**src/rtl/univ_shift_reg_if.sv**
```systemverilog
// rtl/univ_shift_reg_if.sv - control, data and status bundle for univ_shift_reg
interface univ_shift_reg_if #(
    parameter int WIDTH = 8
);
    localparam int CNT_W = $clog2(WIDTH + 1);

    logic             En;
    logic [1:0]       Mode;
    logic [WIDTH-1:0] D;
    logic             SerInR;
    logic             SerInL;
    logic [WIDTH-1:0] Q;
    logic             SerOutR;
    logic             SerOutL;
    logic [CNT_W-1:0] Count;
    logic             Done;

    modport master (
        output En, Mode, D, SerInR, SerInL,
        input  Q, SerOutR, SerOutL, Count, Done
    );

    modport slave (
        input  En, Mode, D, SerInR, SerInL,
        output Q, SerOutR, SerOutL, Count, Done
    );
endinterface

```
**src/rtl/univ_shift_reg.sv**
```systemverilog
// rtl/univ_shift_reg.sv - universal shift register with saturating shift counter and done pulse
module univ_shift_reg #(
    parameter int               WIDTH     = 8,
    parameter logic [WIDTH-1:0] RESET_VAL = '0
) (
    input logic             CLK,
    input logic             Reset,
    univ_shift_reg_if.slave bus
);
    localparam int               CNT_W    = $clog2(WIDTH + 1);
    localparam logic [CNT_W-1:0] CNT_MAX  = CNT_W'(WIDTH);
    localparam logic [CNT_W-1:0] CNT_LAST = CNT_W'(WIDTH - 1);

    localparam logic [1:0] MODE_HOLD  = 2'b00;
    localparam logic [1:0] MODE_SHR   = 2'b01;
    localparam logic [1:0] MODE_SHL   = 2'b10;
    localparam logic [1:0] MODE_LOAD  = 2'b11;

    logic [WIDTH-1:0] q_r, q_nxt;
    logic [CNT_W-1:0] cnt_r, cnt_nxt;
    logic             done_r, done_nxt;
    logic             shifting;

    assign shifting = bus.En && ((bus.Mode == MODE_SHR) || (bus.Mode == MODE_SHL));

    always_comb begin
        q_nxt    = q_r;
        cnt_nxt  = cnt_r;
        done_nxt = 1'b0;

        if (bus.En) begin
            case (bus.Mode)
                MODE_HOLD: q_nxt = q_r;
                MODE_SHR:  q_nxt = {bus.SerInR, q_r[WIDTH-1:1]};
                MODE_SHL:  q_nxt = {q_r[WIDTH-2:0], bus.SerInL};
                MODE_LOAD: begin
                    q_nxt   = bus.D;
                    cnt_nxt = '0;
                end
                default:   q_nxt = q_r;
            endcase
        end

        // Saturation at WIDTH both stops the count and keeps Done from re-firing.
        if (shifting) begin
            if (cnt_r != CNT_MAX) begin
                cnt_nxt = cnt_r + CNT_W'(1);
            end
            done_nxt = (cnt_r == CNT_LAST);
        end
    end

    always_ff @(posedge CLK) begin
        if (Reset) begin
            q_r    <= RESET_VAL;
            cnt_r  <= '0;
            done_r <= 1'b0;
        end else begin
            q_r    <= q_nxt;
            cnt_r  <= cnt_nxt;
            done_r <= done_nxt;
        end
    end

    assign bus.Q       = q_r;
    assign bus.SerOutR = q_r[0];
    assign bus.SerOutL = q_r[WIDTH-1];
    assign bus.Count   = cnt_r;
    assign bus.Done    = done_r;
endmodule

```
**src/flat_wrapper.sv**
```systemverilog
// flat-port wrapper written by rule: the top's interface ports become plain ports
module univ_shift_reg_flat 
#(
    parameter int               WIDTH     = 8,
    parameter logic [WIDTH-1:0] RESET_VAL = '0
)
  (CLK, Reset, bus_En, bus_Mode, bus_D, bus_SerInR, bus_SerInL, bus_Q, bus_SerOutR, bus_SerOutL, bus_Count, bus_Done);
  univ_shift_reg_if #(.WIDTH(WIDTH)) bus_i ();
  input logic CLK;
  input logic Reset;
  input wire logic [$bits(bus_i.En)-1:0] bus_En;
  input wire logic [$bits(bus_i.Mode)-1:0] bus_Mode;
  input wire logic [$bits(bus_i.D)-1:0] bus_D;
  input wire logic [$bits(bus_i.SerInR)-1:0] bus_SerInR;
  input wire logic [$bits(bus_i.SerInL)-1:0] bus_SerInL;
  output wire logic [$bits(bus_i.Q)-1:0] bus_Q;
  output wire logic [$bits(bus_i.SerOutR)-1:0] bus_SerOutR;
  output wire logic [$bits(bus_i.SerOutL)-1:0] bus_SerOutL;
  output wire logic [$bits(bus_i.Count)-1:0] bus_Count;
  output wire logic [$bits(bus_i.Done)-1:0] bus_Done;
  assign bus_i.En = bus_En;
  assign bus_i.Mode = bus_Mode;
  assign bus_i.D = bus_D;
  assign bus_i.SerInR = bus_SerInR;
  assign bus_i.SerInL = bus_SerInL;
  assign bus_Q = bus_i.Q;
  assign bus_SerOutR = bus_i.SerOutR;
  assign bus_SerOutL = bus_i.SerOutL;
  assign bus_Count = bus_i.Count;
  assign bus_Done = bus_i.Done;
  univ_shift_reg #(.WIDTH(WIDTH), .RESET_VAL(RESET_VAL)) u_core (.CLK(CLK), .Reset(Reset), .bus(bus_i));
endmodule
```
**config.mk**
```make
export PLATFORM = sky130hd
export DESIGN_NAME = univ_shift_reg_flat
export DESIGN_NICKNAME = d
export VERILOG_FILES = /design/src/rtl/univ_shift_reg_if.sv /design/src/rtl/univ_shift_reg.sv /design/src/flat_wrapper.sv
export SDC_FILE = /design/constraint.sdc
export NUM_CORES = 1
export LEC_CHECK = 0
export ABC_AREA = 1
export CAP_MARGIN = 20
export CORE_MARGIN = 2
export CORE_UTILIZATION = 43
export DETAILED_ROUTE_END_ITERATION = 8
export PLACE_DENSITY = 0.8
export SLEW_MARGIN = 10
export SYNTH_ARGS = -nofsm -noshare
export SYNTH_HDL_FRONTEND = slang
export SYNTH_SLANG_ARGS = --single-unit
```
**constraint.sdc**
```tcl
create_clock -name CLK -period 1.6 [get_ports CLK]
set_clock_uncertainty 0.2 [all_clocks]
set_input_delay 0.32 -clock CLK [delete_from_list [all_inputs] [get_ports CLK]]
set_output_delay 0.32 -clock CLK [all_outputs]
set_load 0.01 [all_outputs]
```
==> After elaboration in Yosys (flattened, before gate mapping) <==
Cells that the tools add are included.
{ "word_totals": {"register_bits": 13, "out_inout_bits": 15} }
{ "classes": {"n_reduce_logical": 5, "n_eq_ne": 5, "addsub": 1, "n_bitwise": 2, "muxes": 5} }
{ "ops": {"columns": ["cell", "n"], "rows": [
  ["$pmux 8 s3", 1],
  ["$mux 4", 4],
  ["$add 4x1->4 const B", 1],
  ["$eq 2x2->1 const B", 2],
  ["$eq 4x3->1 const B", 1],
  ["$ne 4x4->1 const B", 1],
  ["$eq 2x1->1 const B", 1],
  ["$logic_not 2->1", 1],
  ["$not 1->1", 2],
  ["$reduce_and 2->1", 1],
  ["$reduce_or 2->1", 1],
  ["$logic_and 1x1->1", 1],
  ["$logic_or 1x1->1", 1]
]} }

==> Depth between registers and ports, before layout <==
{ "depth": {"depth_word": 5, "mapped_depth": 9, "mapped_depth_nobuf": 8} }

==> Worst setup path after synthesis <==
OpenSTA, ideal clock, no wires.
{ "synth_path": {"kind": "input-to-reg", "from": "in bus_Mode[0]", "to": "reg u_core.q_r[0] (netlist: u_core.bus.Q[0])", "t_arrival_ps": 1115, "stages": 9, "path_buffers": 1, "path_slack_ps": 176, "t_required_ps": 1291, "cell_sequence": "inv_1 ha_1 buf_6 nor2_4 nor2_4 nand2_1 nand3_1 nand2_1 inv_1"} }
{ "synth_between": {"elab_chain_len": 3, "elab_cells_between_ends": 7, "cone_classes": "3 x eq/ne; 1 x mux; 1 x bitwise; 2 x reduce/logical"} }
{ "synth_rtl": {"columns": ["item", "line", "text"], "rows": [
  ["from (decl)", "flat_wrapper.sv:12", "input wire logic [$bits(bus_i.Mode)-1:0] bus_Mode;"],
  ["parallel branches: the longest is 3 deep, another holds $pmux 8 s3", null, null],
  ["to (signal assigned)", "univ_shift_reg.sv:59", "q_r <= q_nxt;"],
  ["to (decl)", "univ_shift_reg.sv:19", "logic [WIDTH-1:0] q_r, q_nxt;"]
]} }
Parallel ways; which one is timed is not known.
A chain may end at the register's enable or synchronous reset.

==> Final worst setup path <==
{ "layout_path": {"from": "in bus_En", "to": "reg u_core.cnt_r[3] (netlist: u_core.bus.Count[3])"} }
{ "layout_between": {"elab_chain_len": 3, "elab_cells_between_ends": 4, "cone_classes": "3 x mux; 1 x reduce/logical"} }
{ "layout_rtl": {"columns": ["item", "line", "text"], "rows": [
  ["from (decl)", "flat_wrapper.sv:11", "input wire logic [$bits(bus_i.En)-1:0] bus_En;"],
  ["$mux 4", "univ_shift_reg.sv:31", "if (bus.En) begin"],
  ["$mux 4", "univ_shift_reg.sv:46", "if (cnt_r != CNT_MAX) begin"],
  ["$mux 4 (*)", "univ_shift_reg.sv:45", "if (shifting) begin"],
  ["to (signal assigned)", "univ_shift_reg.sv:60", "cnt_r <= cnt_nxt;"],
  ["to (decl)", "univ_shift_reg.sv:20", "logic [CNT_W-1:0] cnt_r, cnt_nxt;"]
]} }
Mark *: on every way between the ends. The rest lies on a longest branch, timed or not.

==> impl_metrics.sql <==
INSERT INTO impl_metrics (metric_group, metric, value, unit) VALUES
('layout', 'drive_above_1_share', '17.86', '%'),
('routing', 'dr.first_iter.drc_count', '14', ''),
('routing', 'drt_drc_violations_left', '0', ''),
('job', 'cap_viol_max_count', '0', ''),
('global_route', 'grt_start_max_net_pins', '9', ''),
('floorplanning', 'floorplan.die_area', '0.002331', 'mm²'),
('setup_path', 'timing.critical_path.required', '1.59', 'ns'),
('setup_path', 'critical_path.startpoint_type', 'input pin', ''),
('clock_tree', 'clock-sinks', '13', ''),
('clock_tree', 'htree_num_levels', '1', ''),
('min_path', 'worst_hold_startpoint', 'u_core.bus.Count[3]$_SDFF_PP0_', ''),
('sta', 'minimum_hold_slack', '0.3563', 'ns'),
('clock_tree', 'clock-root-buffer', 'clkbuf_4', ''),
('yosys', 'syn_inst', '129', ''),
('setup_path', 'critical_path_peak_fanout', '4', ''),
('power', 'p_switching', '242.1', 'µW'),
('place', 'post-place-cells', '190', ''),
('routing', 'drt_first_pass_iters', '4', ''),
('routing', 'vias_per_cell', '4.682', ''),
('power', 'ir_drop', '0.4906', 'mV'),
('layout', 'antennaDiodeCount', '0', ''),
('min_path', 'hold-path-endpoint', 'u_core.bus.Done$_SDFF_PP0_', ''),
('power', 'power.internal', '564.9', 'µW'),
('global_route', 'grt_antenna_before_repair', '0', ''),
('yosys', 'synth.yosys.warnings', '0', ''),
('sta', 'final.period_utilization', '95.18', '%'),
('sta', 'layout_setup_ws', '0.07718', 'ns'),
('clock_tree', 'max-clock-path-buffers', '2', ''),
('place', 'gpl.final_weighted_congestion', '0.8143', ''),
('floorplanning', 'coreArea', '0.001902', 'mm²'),
('setup_path', 'setup.worst_path.end_class', 'flop', ''),
('layout', 'fillcell_total', '158', ''),
('yosys', 'syn-num-nets', '150', ''),
('routing', 'met3WireLength', '160', 'µm'),
('power', 'p_comb_share', '30.4', '%'),
('routing', 'met2WireLength', '1012', 'µm'),
('global_route', 'global_route.usage.total', '19.52', '%'),
('sta', 'timing_max_transition_violations_final', '0', ''),
('clock_tree', 'post_cts_buffers', '0', ''),
('floorplanning', 'die_width', '48.29', 'µm'),
('power', 'power_leakage', '0.6439', 'nW'),
('place', 'dpl_worst_slack', '-0.4853', 'ns'),
('sta', 'final-setup-viol-count', '0', ''),
('yosys', 'synth_top_cell_area_share', '30.86', '%'),
('routing', 'antenna_left', '0', ''),
('place', 'dp_hpwl', '1538', 'µm'),
('sta', 'worst-slew-pin-transition', '0.2576', 'ns'),
('layout', 'layout-area-overhead-vs-synth', '53.41', '%'),
('yosys', 'ff_latch_count_synth', '13', ''),
('clock_tree', 'worst_setup_hold_path_clk_slew', '0.08', 'ns'),
('floorplanning', 'rows', '16', ''),
('yosys', 'synth_area_leaders', 'dfxtp_1 (31%), nand2_1 (16%), inv_1 (12%)', ''),
('sta', 'clock.fmax', '0.6567', 'GHz'),
('layout', 'final_design_utilization', '68.03', '%'),
('yosys', 'synthesis.area', '843.3', 'µm²'),
('clock_tree', 'clk-insertion-delay-late', '0.26', 'ns'),
('global_route', 'grt_pass1_wl', '3208', 'µm'),
('clock_tree', 'cts_buffers', '3', ''),
('routing', 'routed-via-count', '913', ''),
('layout', 'ff_latch_area', '264.0', 'µm²'),
('min_path', 'min-delay-path-class', 'flop to flop', ''),
('setup_path', 'rr_endpoint', 'u_core.bus.Count[3]$_SDFF_PP0_', ''),
('layout', 'final_design_area_no_fill', '0.001294', 'mm²'),
('setup_path', 'regToRegSetupSlack', '0.12', 'ns'),
('outcome', 'run_status', 'completed', ''),
('yosys', 'post_synth.cell_area_avg', '6.537', 'µm²'),
('sta', 'period_needed', '1.523', 'ns'),
('power', 'clock_power_share', '24.4', '%'),
('setup_path', 'worst_r2r_startpoint', 'u_core.bus.Count[0]$_SDFF_PP0_', ''),
('clock_tree', 'cts_tree', 'built', ''),
('place', 'placement.io_buffers', '29', '');
registers in the layout, summed over array words and instances (netlist names), named ones only:
| register | count |
|---|---|
| u_core.bus.Count | 3 |
| u_core.bus.Done | 1 |
| u_core.bus.Q | 8 |
worst max path at each step:
stage	end	startpoint	cells past startpoint
after CTS	u_core.bus.Count[3]$_SDFF_PP0_	bus_Mode[1]	9
after global placement	u_core.bus.Count[3]$_SDFF_PP0_	bus_Mode[1]	6
after floorplan	u_core.bus.Q[0]$_SDFFE_PP0P_	bus_Mode[0]	9
after global routing	u_core.bus.Count[3]$_SDFF_PP0_	bus_Mode[1]	9
final	u_core.bus.Count[3]$_SDFF_PP0_	bus_En	7
after detailed placement	u_core.bus.Count[3]$_SDFF_PP0_	bus_Mode[1]	6
layer usage:
layer | up-vias | GRT usage [%]
met3 | 4 | 6.296
met1 | 401 | 20.13
met4 | 0 | 7.027
li1 | 477 | -
met5 | - | 0
met2 | 31 | 36.32
logic make-up (layout without fill, tap and decap cells):
| logic type | count (synthesis) | after routing | share of synthesized area, % |
|---|---|---|---|
| flip-flops | 13 | 13 | 30.86 |
| AND/OR/NAND/NOR | 55 | 56 | 28.78 |
| buffers and inverters | 32 | 70 | 16.91 |
| AO/OA/AOI/OAI | 23 | 23 | 14.54 |
| adder cells (fa/ha/maj) | 6 | 6 | 8.902 |
layout by cell type (no fill, tap or decap):
cell             instances
nor2_1                   2
nand4_1                  1
o21ai_2                  1
nand2_1                 37
dfxtp_2                  3
dlygate4sd2_1           16
clkbuf_1                 1
a21oi_2                  2
ha_2                     1
o21ai_0                  3
nor2_4                   2
ha_4                     2
inv_2                    3
a21oi_1                 17
buf_12                   2
nand2_4                  1
buf_4                    8
clkbuf_4                 3
dfxtp_1                 10
inv_1                   24
nor4_4                   1
nand2_2                  1
ha_1                     3
clkdlybuf4s50_1         12
clkdlybuf4s15_1          1
nand3_1                 11
power by group through the flow:
stage	clock, mW	combinational (mW)	sequential [mW]
floorplan	0	0.112	0.380
global placement	0	0.238	0.372
detailed placement	0	0.245	0.371
CTS	0.207	0.244	0.364
global route	0.224	0.272	0.369
finish	0.197	0.245	0.365
timing repair:
item | CTS | global route
cloned | 1 | 0
hold buffers | 0 | 0
endpoints found under the setup margin | 28 | 1
endpoints found under the hold margin | 0 | 0
pin swaps | 3 | 0
gates resized for setup | 30 | 2
cell type report:
type	count	share of cell area [%]
inverters	27	7.834
multi-input cells	85	38.49
clock buffers	4	2.031
flip-flops and latches	13	20.41
well taps	27	2.611
repair buffers	39	28.63
cells in the mapped netlist, drive strengths merged:
master	instances
nor4	1
o21ai	4
nand3	11
nor2	4
nand4	1
buf	4
clkbuf	1
nand2	38
dfxtp	13
a21oi	19
ha	6
inv	27
critical path, cell delays in order:
cell and delay (ns):
clkdlybuf4s50_1 0.61, nand2_1 0.13, inv_2 0.09, nand2_1 0.08, nand2_1 0.09, nand2_1 0.06
a21oi_1 0.13
Note: power is estimated with default switching activity, not from simulation.
